## src/rtl/cpu_syscall_ctrl.sv

```systemverilog
// Syscall sequencing controller for the EX stage: print/exit decode, display-hold stall, halt.
// Optional pause-until-resume on v0=50 is built when SYSCALL_PAUSE_EN is defined.

`ifndef PC_INC_STOP_OR_MASK
`define PC_INC_STOP_OR_MASK 2'b11
`endif

module cpu_syscall_ctrl #(
  parameter int DISPLAY_HOLD_CYCLES = 4,
  parameter int CNT_W               = 16
) (
  input  logic             clk,
  input  logic             clr,
  input  logic             syscall_valid,
  input  logic [31:0]      reg_v0,
  input  logic [31:0]      reg_a0,
  input  logic             resume,
  output logic             stall,
  output logic [1:0]       pc_inc_mask,
  output logic [31:0]      display,
  output logic             display_valid,
  output logic             halted,
  output logic [CNT_W-1:0] syscall_count
);

  localparam int HOLD_W = (DISPLAY_HOLD_CYCLES > 1) ? $clog2(DISPLAY_HOLD_CYCLES) : 1;
  localparam logic [HOLD_W-1:0] HOLD_INIT =
    (DISPLAY_HOLD_CYCLES > 0) ? HOLD_W'(DISPLAY_HOLD_CYCLES - 1) : '0;

  localparam logic [31:0] V0_PRINT = 32'd1;
  localparam logic [31:0] V0_EXIT  = 32'd10;
  localparam logic [1:0]  STOP_MASK = `PC_INC_STOP_OR_MASK;

`ifdef SYSCALL_PAUSE_EN
  localparam logic [31:0] V0_PAUSE = 32'd50;
  typedef enum logic [1:0] {IDLE, HOLD, HALT, PAUSE} state_t;
`else
  typedef enum logic [1:0] {IDLE, HOLD, HALT} state_t;
  logic unused_resume;
  assign unused_resume = resume;
`endif

  state_t             state_reg, state_next;
  logic [HOLD_W-1:0]  hold_cnt_reg, hold_cnt_next;
  logic [31:0]        display_reg, display_next;
  logic               display_valid_reg, display_valid_next;
  logic [CNT_W-1:0]   count_reg, count_next;
  logic               accept;

  always_ff @(posedge clk or posedge clr) begin
    if (clr) begin
      state_reg         <= IDLE;
      hold_cnt_reg      <= '0;
      display_reg       <= '0;
      display_valid_reg <= 1'b0;
      count_reg         <= '0;
    end else begin
      state_reg         <= state_next;
      hold_cnt_reg      <= hold_cnt_next;
      display_reg       <= display_next;
      display_valid_reg <= display_valid_next;
      count_reg         <= count_next;
    end
  end

  // Only IDLE accepts: stall is low there, so the syscall leaves EX on the accepting edge.
  assign accept = (state_reg == IDLE) && syscall_valid;

  always_comb begin
    state_next         = state_reg;
    hold_cnt_next      = hold_cnt_reg;
    display_next       = display_reg;
    display_valid_next = 1'b0;
    count_next         = count_reg;

    case (state_reg)
      IDLE: begin
        if (accept) begin
          if (count_reg != {CNT_W{1'b1}}) begin
            count_next = count_reg + CNT_W'(1);
          end
          if (reg_v0 == V0_PRINT) begin
            display_next       = reg_a0;
            display_valid_next = 1'b1;
            if (DISPLAY_HOLD_CYCLES > 0) begin
              state_next    = HOLD;
              hold_cnt_next = HOLD_INIT;
            end
          end else if (reg_v0 == V0_EXIT) begin
            state_next = HALT;
          end
`ifdef SYSCALL_PAUSE_EN
          else if (reg_v0 == V0_PAUSE) begin
            state_next = PAUSE;
          end
`endif
        end
      end
      HOLD: begin
        if (hold_cnt_reg == '0) begin
          state_next = IDLE;
        end else begin
          hold_cnt_next = hold_cnt_reg - HOLD_W'(1);
        end
      end
      HALT: begin
        state_next = HALT;
      end
`ifdef SYSCALL_PAUSE_EN
      PAUSE: begin
        if (resume) begin
          state_next = IDLE;
        end
      end
`endif
      default: begin
        state_next = IDLE;
      end
    endcase
  end

  assign stall         = (state_reg != IDLE);
  assign halted        = (state_reg == HALT);
  assign pc_inc_mask   = (state_reg == HALT) ? STOP_MASK : 2'b00;
  assign display       = display_reg;
  assign display_valid = display_valid_reg;
  assign syscall_count = count_reg;

endmodule

```

## config.mk

```make
export PLATFORM = sky130hd
export DESIGN_NAME = cpu_syscall_ctrl
export DESIGN_NICKNAME = d
export VERILOG_FILES = /design/src/rtl/cpu_syscall_ctrl.sv
export SDC_FILE = /design/constraint.sdc
export NUM_CORES = 1
export LEC_CHECK = 0
export BUFFER_PORTS_ARGS = -buffer_cell sky130_fd_sc_hd__buf_2
export CORE_MARGIN = 10
export CORE_UTILIZATION = 45
export CTS_CLUSTER_DIAMETER = 200
export DETAILED_ROUTE_END_ITERATION = 8
export PLACE_DENSITY = 0.75
export SYNTH_ARGS = -nofsm -noshare
export SYNTH_HDL_FRONTEND = slang
export SYNTH_SLANG_ARGS = --single-unit
export TNS_END_PERCENT = 1
```

## constraint.sdc

```tcl
create_clock -name clk -period 2.6 [get_ports clk]
set_input_delay 0.39 -clock clk [delete_from_list [all_inputs] [get_ports clk]]
set_output_delay 0.39 -clock clk [all_outputs]
set_load 0.02 [all_outputs]
```

==> results of run 1 <==
per-stage QoR:
step | power [mW] | hold slack [ns] | instance area (um2) | worst slack (ns)
after global placement | 0.912 | 0.431 | 3060 | 0.486
after CTS | 1.37 | 0.111 | 3150 | 0.661
after global routing | 1.42 | 0.132 | 3150 | 0.537
final | 1.35 | 0.110 | 3150 | 0.686
after detailed placement | 0.914 | 0.440 | 3060 | 0.468
after floorplan | 0.858 | 0.494 | 2390 | 0.657
final cells by class:
class                   instances  area share
inverters                       5     0.00597
well taps                      70      0.0278
flip-flops and latches         53       0.422
repair buffers                123       0.203
clock buffers                   5      0.0219
clock inverters                 3     0.00676
multi-input cells             125       0.313
synth_stat cells:
library cell / instances / area (um2)
nand2b_1: 2 / 12.5
nor4_4: 2 / 42.5
ha_1: 2 / 25.0
o21a_1: 1 / 7.51
inv_1: 5 / 18.8
buf_2: 1 / 5.00
and4_1: 1 / 8.76
nor4_1: 12 / 75.1
nor3b_2: 1 / 12.5
nor3_1: 6 / 30.0
o21ai_0: 2 / 10.0
or3_1: 1 / 6.26
o311a_1: 1 / 10.0
nor2b_1: 1 / 6.26
o31a_1: 1 / 8.76
clkbuf_1: 1 / 3.75
buf_4: 2 / 15.0
dfrtp_1: 53 / 1330
and3_1: 3 / 18.8
nand3_1: 3 / 15.0
mux2_1: 2 / 22.5
nand4_1: 9 / 56.3
xor2_1: 15 / 131
a21oi_1: 9 / 45.0
mux2_2: 32 / 360
buf_6: 3 / 33.8
nor3b_1: 1 / 7.51
nand2_1: 11 / 41.3
nor2_1: 6 / 22.5
nand4b_1: 1 / 8.76
worst paths after layout:
kind                                        start           endpoint  slack [ns]  depth (start not counted)
worst max-delay path                 state_reg[0]         display[4]        0.69                          5
min in group clk                       reg_a0[31]        display[31]        0.30                          2
max in group asynchronous                     clr         display[4]        2.12                          3
worst min register to register  syscall_count[15]  syscall_count[15]        0.49                          1
worst max register to register       state_reg[0]         display[4]        0.69                          5
worst min-delay path                          clr         display[2]        0.11                          3
critical path, stage by stage, from the launching register on:
cell,delay [ns]
dfrtp_1,0.49
nor2_1,0.16
nand2_1,0.19
nor4_4,0.36
buf_12,0.24
mux2_2,0.36
where the power goes:
group	internal, mW	total [mW]	switching [mW]
sequential	0.824	0.824	0.000153
combinational	0.0398	0.0721	0.0323
clock	0.191	0.453	0.262
kinds of logic (layout without fill, tap and decap cells):
| kind of cell | count (synthesis) | in the layout | synth area share |
|---|---|---|---|
| simple gates | 60 | 60 | 0.153 |
| flops | 53 | 53 | 0.556 |
| mux | 34 | 34 | 0.160 |
| xor+xnor | 15 | 15 | 0.0550 |
| compound gates | 14 | 14 | 0.0341 |
| buf+inv | 12 | 136 | 0.0320 |
| fa+ha+maj | 2 | 2 | 0.0105 |
per-layer routing:
| layer | track usage | wire length [um] | vias to the layer above |
|---|---|---|---|
| met5 | 0 | 0 | - |
| met4 | 0.0308 | 21 | 0 |
| met3 | 0.0549 | 500 | 2 |
| met2 | 0.225 | 2880 | 69 |
| met1 | 0.154 | 2470 | 900 |
| li1 | - | - | 932 |
==> run_results.csv, run 1 <==
group,metric,value,unit
cells_and_area,area_growth_syn_to_layout,31.8,%
cells_and_area,final_cell_count_no_fill,384,
clock_network,h-tree-depth,2,
hold_path,hp-class,"in2async",
cells_and_area,drive_gt1_frac,0.532,
floorplanning,row_count,26,
routing,vias,1903,
grt,grt-ovfl-total,0,
cells_and_area,mostFrequentLayoutCells,"119 x buf_2, 53 x dfrtp_1, 32 x mux2_2, 15 x xor2_1, 12 x nor4_1",
clock_network,ctsHoldBuffers,0,
synth,yosysSeqAreaShare,0.556,
floorplanning,design.die.area,8620,um2
sta,drv_slew,0,
synth,syn_area,2390,um2
pwr,power_density,429,nW/um2
floorplanning,start_util,0.464,
sta,max_slew_margin,0.673,
sta,clock.fmax,522,MHz
cells_and_area,fillCellCount,444,
clock_network,cts_buffers,5,
floorplanning,die_y,92.8,um
sta,hold_viol_final,0,
setup_path,worst_ep_arrival_time,2.10,ns
clock_network,clock_path_buffers,2,
placed_design,port_buffers,119,
synth,syn_nets,260,
status,status,"completed",
sta,setup_viol,0,
cells_and_area,final_common_cell,"buf_2",
sta,tns,0,ns
sta,post-route-period-util,0.736,
synth,yosys_warnings,0,
clock_network,clk_latency,0.30,ns
synth,synthDistinctLibCells,30,
sta,clock_skew,0.00855,ns
floorplanning,core,5140,um2
cells_and_area,diodes,0,
clock_network,clk_pin_slew,0.09,ns
cells_and_area,seqCellArea,1330,um2
clock_network,tritoncts,"built",
routing,drtPass1Iterations,4,
grt,grt_use_total,0.133,
grt,grt_max_degree,35,
routing,wl_per_cell,15.3,um
routing,viasPerCell,4.96,
sta,worst_pin_slew,0.488,ns
cells_and_area,final_nets,383,
synth,syn_inst,190,
setup_path,critPathRequiredTime,2.79,ns
floorplanning,die_w,92.8,um
synth,synth.avg_cell_area,12.6,um2
routing,ant_nets,0,
grt,grt_pass1_wl,9.55,mm
routing,routed_wl,5.87,mm
setup_path,start_kind,"register",
setup_path,worstSetupPathType,"reg2reg",
routing,drcViolationCount,0,
synth,synth_seq_cells,53,
pwr,irDropWorstVdd,283,uV
grt,antenna_found_initial,0,
clock_network,cts_num_sinks,53,
placed_design,hpwl,4.80,mm
flow_run,max_cap_viol_count,0,
pwr,leakagePower,1.84,nW
cells_and_area,multi_input_area,985,um2
setup_path,endpoint_kind,"register",
clock_network,cts_resized,0,
clock_network,post-cts-setup-buffers,0,
placed_design,place_inst,376,
grt,grt_pass1_vias,1920,
routing,drt_iter0_markers,42,
sta,rsz0062_at_grt,"false",
setup_path,critical_path.max_fanout,32,
cells_and_area,largest_reg_flops,32,
placed_design,gp_congestion,0.829,
sta,period_minus_slack,1.91,ns
cells_and_area,final_util,0.612,
clock_network,cts_root_buffer,"clkbuf_8",
floorplanning,ios,121,
No activity file was read; power rests on OpenSTA's default activity.
==> run 2: changes to the inputs <==
--- a/config.mk
+++ b/config.mk
@@ -5,12 +5,13 @@
 export SDC_FILE = /design/constraint.sdc
 export NUM_CORES = 1
 export LEC_CHECK = 0
+export ABC_AREA = 1
 export BUFFER_PORTS_ARGS = -buffer_cell sky130_fd_sc_hd__buf_2
 export CORE_MARGIN = 10
 export CORE_UTILIZATION = 45
 export CTS_CLUSTER_DIAMETER = 200
 export DETAILED_ROUTE_END_ITERATION = 8
-export PLACE_DENSITY = 0.75
+export PLACE_DENSITY = 0.73
 export SYNTH_ARGS = -nofsm -noshare
 export SYNTH_HDL_FRONTEND = slang
 export SYNTH_SLANG_ARGS = --single-unit
==> constraint.sdc (replaced) <==
create_clock -name clk -period 1.9 [get_ports clk]
set_input_delay 0.285 -clock clk [delete_from_list [all_inputs] [get_ports clk]]
set_output_delay 0.285 -clock clk [all_outputs]
set_load 0.02 [all_outputs]
==> run 2 against run 1 <==
- clock-buffer cell count did not move
- register-to-register slack got worse by 0.44 ns
- cell count rose by 40%
- utilization fell by 1.0 points
==> run_results.csv, run 2 <==
group,metric,value,unit
status,status,"completed",
synth,syn_area,2640,um2
pwr,leakagePower,2.11,nW
synth,synth_simple_gate_area_frac,0.331,
sta,worst_pin_slew,0.431,ns
routing,vias,2408,
routing,drt_iter0_markers,100,
sta,setup_viol,0,
floorplanning,row_count,27,
synth,yosysMostFrequentCell,"nand2_1",
placed_design,place_inst,528,
clock_network,tritoncts,"built",
clock_network,post-cts-setup-buffers,0,
synth,synth_commonest_cells,"154 x nand2_1, 53 x dfrtp_1, 47 x inv_1",
synth,syn_inst,343,
sta,clock.fmax,606,MHz
placed_design,hpwl,5.54,mm
synth,synth_area_leaders,"dfrtp_1 50%, nand2_1 22%, inv_1 6.7%",
hold_path,hp-class,"in2reg",
cells_and_area,multi_input_area,1040,um2
flow_run,max_cap_viol_count,0,
cells_and_area,seqCellArea,1330,um2
clock_network,cts_root_buffer,"clkbuf_8",
setup_path,worstSetupPathType,"reg2reg",
setup_path,critPathLaunch,"syscall_count[0]",
floorplanning,die_w,96.5,um
sta,post-route-period-util,0.869,
setup_path,critPathRequiredTime,2.12,ns
synth,yosys_warnings,0,
sta,tns,0,ns
synth,synthXorXnorAreaFrac,0.0366,
placed_design,pre_cts_slack,0.150,ns
floorplanning,design.die.area,9320,um2
cells_and_area,final_util,0.602,
routing,drtPass1Iterations,4,
sta,rsz0062_at_grt,"false",
clock_network,clock_path_buffers,2,
routing,routed_wl,6.89,mm
routing,wl_per_cell,12.8,um
grt,grt-ovfl-total,0,
synth,synth_mux_area_frac,0,
synth,synth_fa_ha_area_frac,0.00950,
sta,period_minus_slack,1.65,ns
clock_network,cts_resized,0,
cells_and_area,final_nets,534,
cells_and_area,mostFrequentLayoutCells,"154 x nand2_1, 119 x buf_2, 53 x dfrtp_1, 46 x inv_1, 26 x nor2_1",
cells_and_area,drive_gt1_frac,0.314,
sta,hold_viol_final,0,
clock_network,ctsHoldBuffers,1,
synth,synthArstFlopShare,1.00,
sta,clock_skew,0.00842,ns
grt,grt_pass1_vias,2304,
sta,max_slew_margin,0.712,
clock_network,clk_latency,0.31,ns
cells_and_area,largest_reg_flops,32,
synth,synth_edf_count,0,
synth,yosysSeqAreaShare,0.503,
grt,grt_use_total,0.144,
setup_path,critical_path.max_fanout,12,
synth,synth_top_area_frac,0.503,
placed_design,port_buffers,119,
floorplanning,start_util,0.470,
synth,synth_compound_gate_area_share,0.0180,
setup_path,reg2reg_from,"syscall_count[0]",
setup_path,worst_ep_arrival_time,1.87,ns
synth,synth.avg_cell_area,7.68,um2
pwr,power_density,730,nW/um2
routing,viasPerCell,4.48,
synth,synth_top_area_cell,"dfrtp_1",
cells_and_area,final_cell_count_no_fill,537,
hold_path,hp-start,"reg_a0[24]",
routing,ant_nets,0,
synth,syn_nets,413,
setup_path,start_kind,"register",
cells_and_area,fillCellCount,523,
floorplanning,core,5610,um2
clock_network,h-tree-depth,2,
synth,synth_ff_type,"dfrtp_1",
sta,drv_slew,0,
synth,synth_seq_cells,53,
floorplanning,die_y,96.5,um
clock_network,clk_pin_slew,0.11,ns
clock_network,cts_num_sinks,53,
grt,grt_pass1_wl,10.8,mm
cells_and_area,area_growth_syn_to_layout,28.1,%
grt,antenna_found_initial,0,
placed_design,gp_congestion,0.775,
cells_and_area,final_common_cell,"nand2_1",
grt,grt_max_degree,34,
synth,synthDistinctLibCells,28,
routing,drcViolationCount,0,
sta,setup_ws,0.249,ns
clock_network,cts_buffers,5,
floorplanning,ios,121,
synth,synth_top_family_by_area,"simple AND/OR/NAND/NOR gates",
setup_path,endpoint_kind,"register",
pwr,irDropWorstVdd,583,uV
cells_and_area,diodes,0,
[run 2: worst paths after layout]
check	endpoint	slack [ns]	depth (start not counted)
min in group asynchronous	hold_cnt_reg[0]	0.48	3
setup / recovery	syscall_count[13]	0.25	9
setup reg to reg	syscall_count[13]	0.25	9
hold reg to reg	display[1]	0.48	2
max in group asynchronous	display[17]	0.77	4
hold / removal	display[24]	0.15	3
[run 2: layout make-up]
cell class                      count  share of cell area
Sequential cell                    53               0.393
Multi-Input combinational cell    230               0.308
Timing Repair Buffer              123               0.186
Inverter                           51              0.0571
Tap cell                           72              0.0267
Clock buffer                        5              0.0204
Clock inverter                      3             0.00852
[run 2: where the power goes]
part	switching [mW]	leakage (nW)	total, mW	internal (mW)
logic	0.295	1.33	0.480	0.184
clock network	0.411	0.0506	0.688	0.277
registers	0.0958	0.728	1.30	1.20
total	0.802	2.11	2.46	1.66
[run 2: cell families (layout without fill, tap and decap cells)]
family	Yosys count	in the layout
xor gates and xnor gates	11	11
AOI/OAI and AO/OA	9	9
adders and majority gates	2	2
and+or+nand+nor	208	208
DFF	53	53
buffers and inverters	60	182
[run 2: metal layers]
layer	share of wire	track usage	wire [um]	vias to the layer above
met3	0.045	0.0332	312	5
met1	0.38	0.164	2610	1102
met5	0	0	0	-
li1	-	-	-	1253
met4	0.010	0.0363	69	0
met2	0.57	0.265	3900	48
[run 2: stage by stage]
stage / power (mW) / cell area [um2] / hold WS [ns]
finish: 2.46 / 3380 / 0.154
global route: 2.60 / 3380 / 0.147
CTS: 2.50 / 3380 / 0.147
detailed placement: 1.81 / 3270 / 0.278
global placement: 1.79 / 3270 / 0.263
floorplan: 1.60 / 2640 / 0.395
[run 2: critical path: stages (launching register included)]
cell and delay [ns]:
dfrtp_1 0.43, ha_1 0.21, inv_1 0.09, nor2_1 0.08, nand4_1 0.11, nand2_2 0.19
nor2_1 0.26, nand2_1 0.08, nand2_1 0.06, nand2_1 0.04
==> run 3: changes to the inputs <==
==> constraint.sdc (replaced) <==
create_clock -name clk -period 1.61 [get_ports clk]
set_input_delay 0.2415 -clock clk [delete_from_list [all_inputs] [get_ports clk]]
set_output_delay 0.2415 -clock clk [all_outputs]
set_load 0.02 [all_outputs]
==> run 3 against run 2 <==
- sequential share of layout area fell by 1.3 points
- global-route usage rose by 0.15 points
- largest power group unchanged
- critical endpoint is now syscall_count[5]
- combinational power rose by 43%
- first-iteration DRC count fell by 38%
- wire length fell by 0.58%
- critical path depth did not move
- sequential power rose by 15%
- sequential cell count did not move
- register-to-register slack got worse by 0.12 ns
==> run_results.csv, run 3 (synthesized netlist as in run 2, its figures left out) <==
group,metric,value,unit
setup_path,reg2reg_depth,9,
setup_path,rrSetupSlack,0.12,ns
routing,wl_per_cell,12.5,um
clock_network,cts_num_sinks,53,
setup_path,worstSetupPathType,"reg2reg",
cells_and_area,final_util,0.622,
placed_design,hpwl,5.46,mm
floorplanning,ios,121,
pwr,power_density,846,nW/um2
grt,grt_pass1_vias,2439,
floorplanning,die_y,96.5,um
routing,drt_iter0_markers,62,
clock_network,h-tree-depth,2,
clock_network,cts_root_buffer,"clkbuf_8",
setup_path,rr_endpoint,"syscall_count[5]",
floorplanning,design.die.area,9320,um2
setup_path,cp.buffers_inverters,2,
sta,clock_skew,0.00666,ns
setup_path,cpMostUsedCell,"nand2_1",
clock_network,clk_latency,0.31,ns
cells_and_area,diodes,0,
clock_network,clock_path_buffers,2,
cells_and_area,fillCellCount,510,
floorplanning,row_count,27,
setup_path,start_kind,"register",
routing,drcViolationCount,0,
setup_path,max_stage_delay,0.39,ns
grt,grt-ovfl-total,0,
cells_and_area,area_growth_syn_to_layout,32.4,%
flow_run,max_cap_viol_count,0,
routing,drtPass1Iterations,4,
clock_network,tritoncts,"built",
grt,grt_use_total,0.146,
routing,viasPerCell,4.43,
cells_and_area,mostFrequentLayoutCells,"154 x nand2_1, 119 x buf_2, 53 x dfrtp_1, 46 x inv_1, 24 x nor2_1",
routing,ant_nets,0,
placed_design,place_inst,537,
hold_path,hp-class,"in2reg",
sta,post-route-period-util,0.923,
sta,clock.fmax,673,MHz
grt,antenna_found_initial,0,
floorplanning,core,5610,um2
setup_path,reg2reg_from,"syscall_count[0]",
grt,grt_max_degree,54,
sta,tns,0,ns
setup_path,critPathLaunch,"syscall_count[0]",
cells_and_area,final_nets,543,
cells_and_area,drive_gt1_frac,0.331,
setup_path,critical_path.max_fanout,11,
clock_network,clk_pin_slew,0.10,ns
placed_design,gp_congestion,0.806,
sta,rsz0062_at_grt,"true",
setup_path,endpoint_kind,"register",
routing,vias,2421,
pwr,irDropWorstVdd,603,uV
clock_network,post-cts-setup-buffers,0,
status,status,"completed",
floorplanning,die_w,96.5,um
cells_and_area,final_common_cell,"nand2_1",
sta,drv_slew,0,
sta,hold_viol_final,0,
setup_path,worst_ep_arrival_time,1.69,ns
setup_path,cpLargestDelayFamily,"simple AND/OR/NAND/NOR gates",
placed_design,port_buffers,119,
pwr,leakagePower,2.16,nW
grt,grt_pass1_wl,10.9,mm
sta,setup_viol,0,
cells_and_area,largest_reg_flops,32,
clock_network,cts_buffers,5,
sta,worst_pin_slew,0.332,ns
setup_path,worst-path-stages,9,
placed_design,place_area,3370,um2
routing,routed_wl,6.85,mm
floorplanning,start_util,0.470,
sta,max_slew_margin,0.777,
setup_path,critPathRequiredTime,1.81,ns
setup_path,worst_path_max_delay_cell,"dfrtp_1",
cells_and_area,postLayoutCellArea,3490,um2
setup_path,crit_path_cell_trace,"ha_1 > inv_1 > nor2_4 > nand4_1 > nand2_4 > inv_2 > nand2_1 > nand2_1 > nand2_1",
cells_and_area,final_cell_count_no_fill,546,
setup_path,crit_path_end,"syscall_count[5]",
sta,period_minus_slack,1.49,ns
## run 3: cell types whose count changed in the layout (fill, tap and decap cells not counted), sizes merged
| cell | before | now |
|---|---|---|
| inv | 52 | 51 |
| buf | 122 | 131 |
| clkinvlp | 0 | 1 |
## run 3: layout make-up
class | instances | area, um2 | area share
timing repair buffer | 132 | 733 | 0.210
multi-input combinational | 230 | 1060 | 0.303
clock inverter | 3 | 21.3 | 0.00610
tap | 72 | 90.1 | 0.0258
clock buffer | 5 | 68.8 | 0.0197
inverter | 51 | 193 | 0.0552
sequential | 53 | 1330 | 0.380
## run 3: stage by stage
step	hold slack (ns)	total power, mW	setup WS, ns
after global placement	0.314	2.18	0.0596
after detailed placement	0.316	2.21	0.0236
final	0.118	2.95	0.125
after CTS	0.112	2.97	0.00533
after global routing	0.115	3.12	-0.0236
after floorplan	0.351	1.88	0.0729
## run 3: worst min path at each step
stage	from	to	slack, ns	depth (start not counted)
after floorplan	reg_a0[0]	display[0]	0.35	2
after global placement	clr	display[17]	0.31	3
after detailed placement	clr	display[27]	0.32	3
after CTS	reg_a0[14]	display[14]	0.11	3
after global routing	reg_a0[25]	display[25]	0.12	3
final	reg_a0[14]	display[14]	0.12	3
## run 3: timing repair
action / 4_1_cts / 5_1_grt
hold endpoints to repair: 53 / 0
hold buffers: 1 / 0
setup endpoints to repair: 0 / 15
resized for setup: 0 / 4
## run 3: power breakdown
part           internal, mW  total (mW)  switching [mW]
clock                 0.310       0.766           0.456
sequential             1.42        1.50          0.0824
combinational         0.282       0.687           0.405
total                  2.01        2.95           0.943
## run 3: routing by layer
layer,part of all wire,GRT usage
met1,0.39,0.161
met2,0.55,0.269
met5,0,0
met3,0.057,0.0386
met4,0.0083,0.0363
## run 3: worst reg2reg max path, stage by stage, from the launching register on
cell     delay (ns)
dfrtp_1        0.39
ha_1           0.20
inv_1          0.14
nor2_4         0.07
nand4_1        0.13
nand2_4        0.13
inv_2          0.16
nand2_1        0.07
nand2_1        0.05
nand2_1        0.05
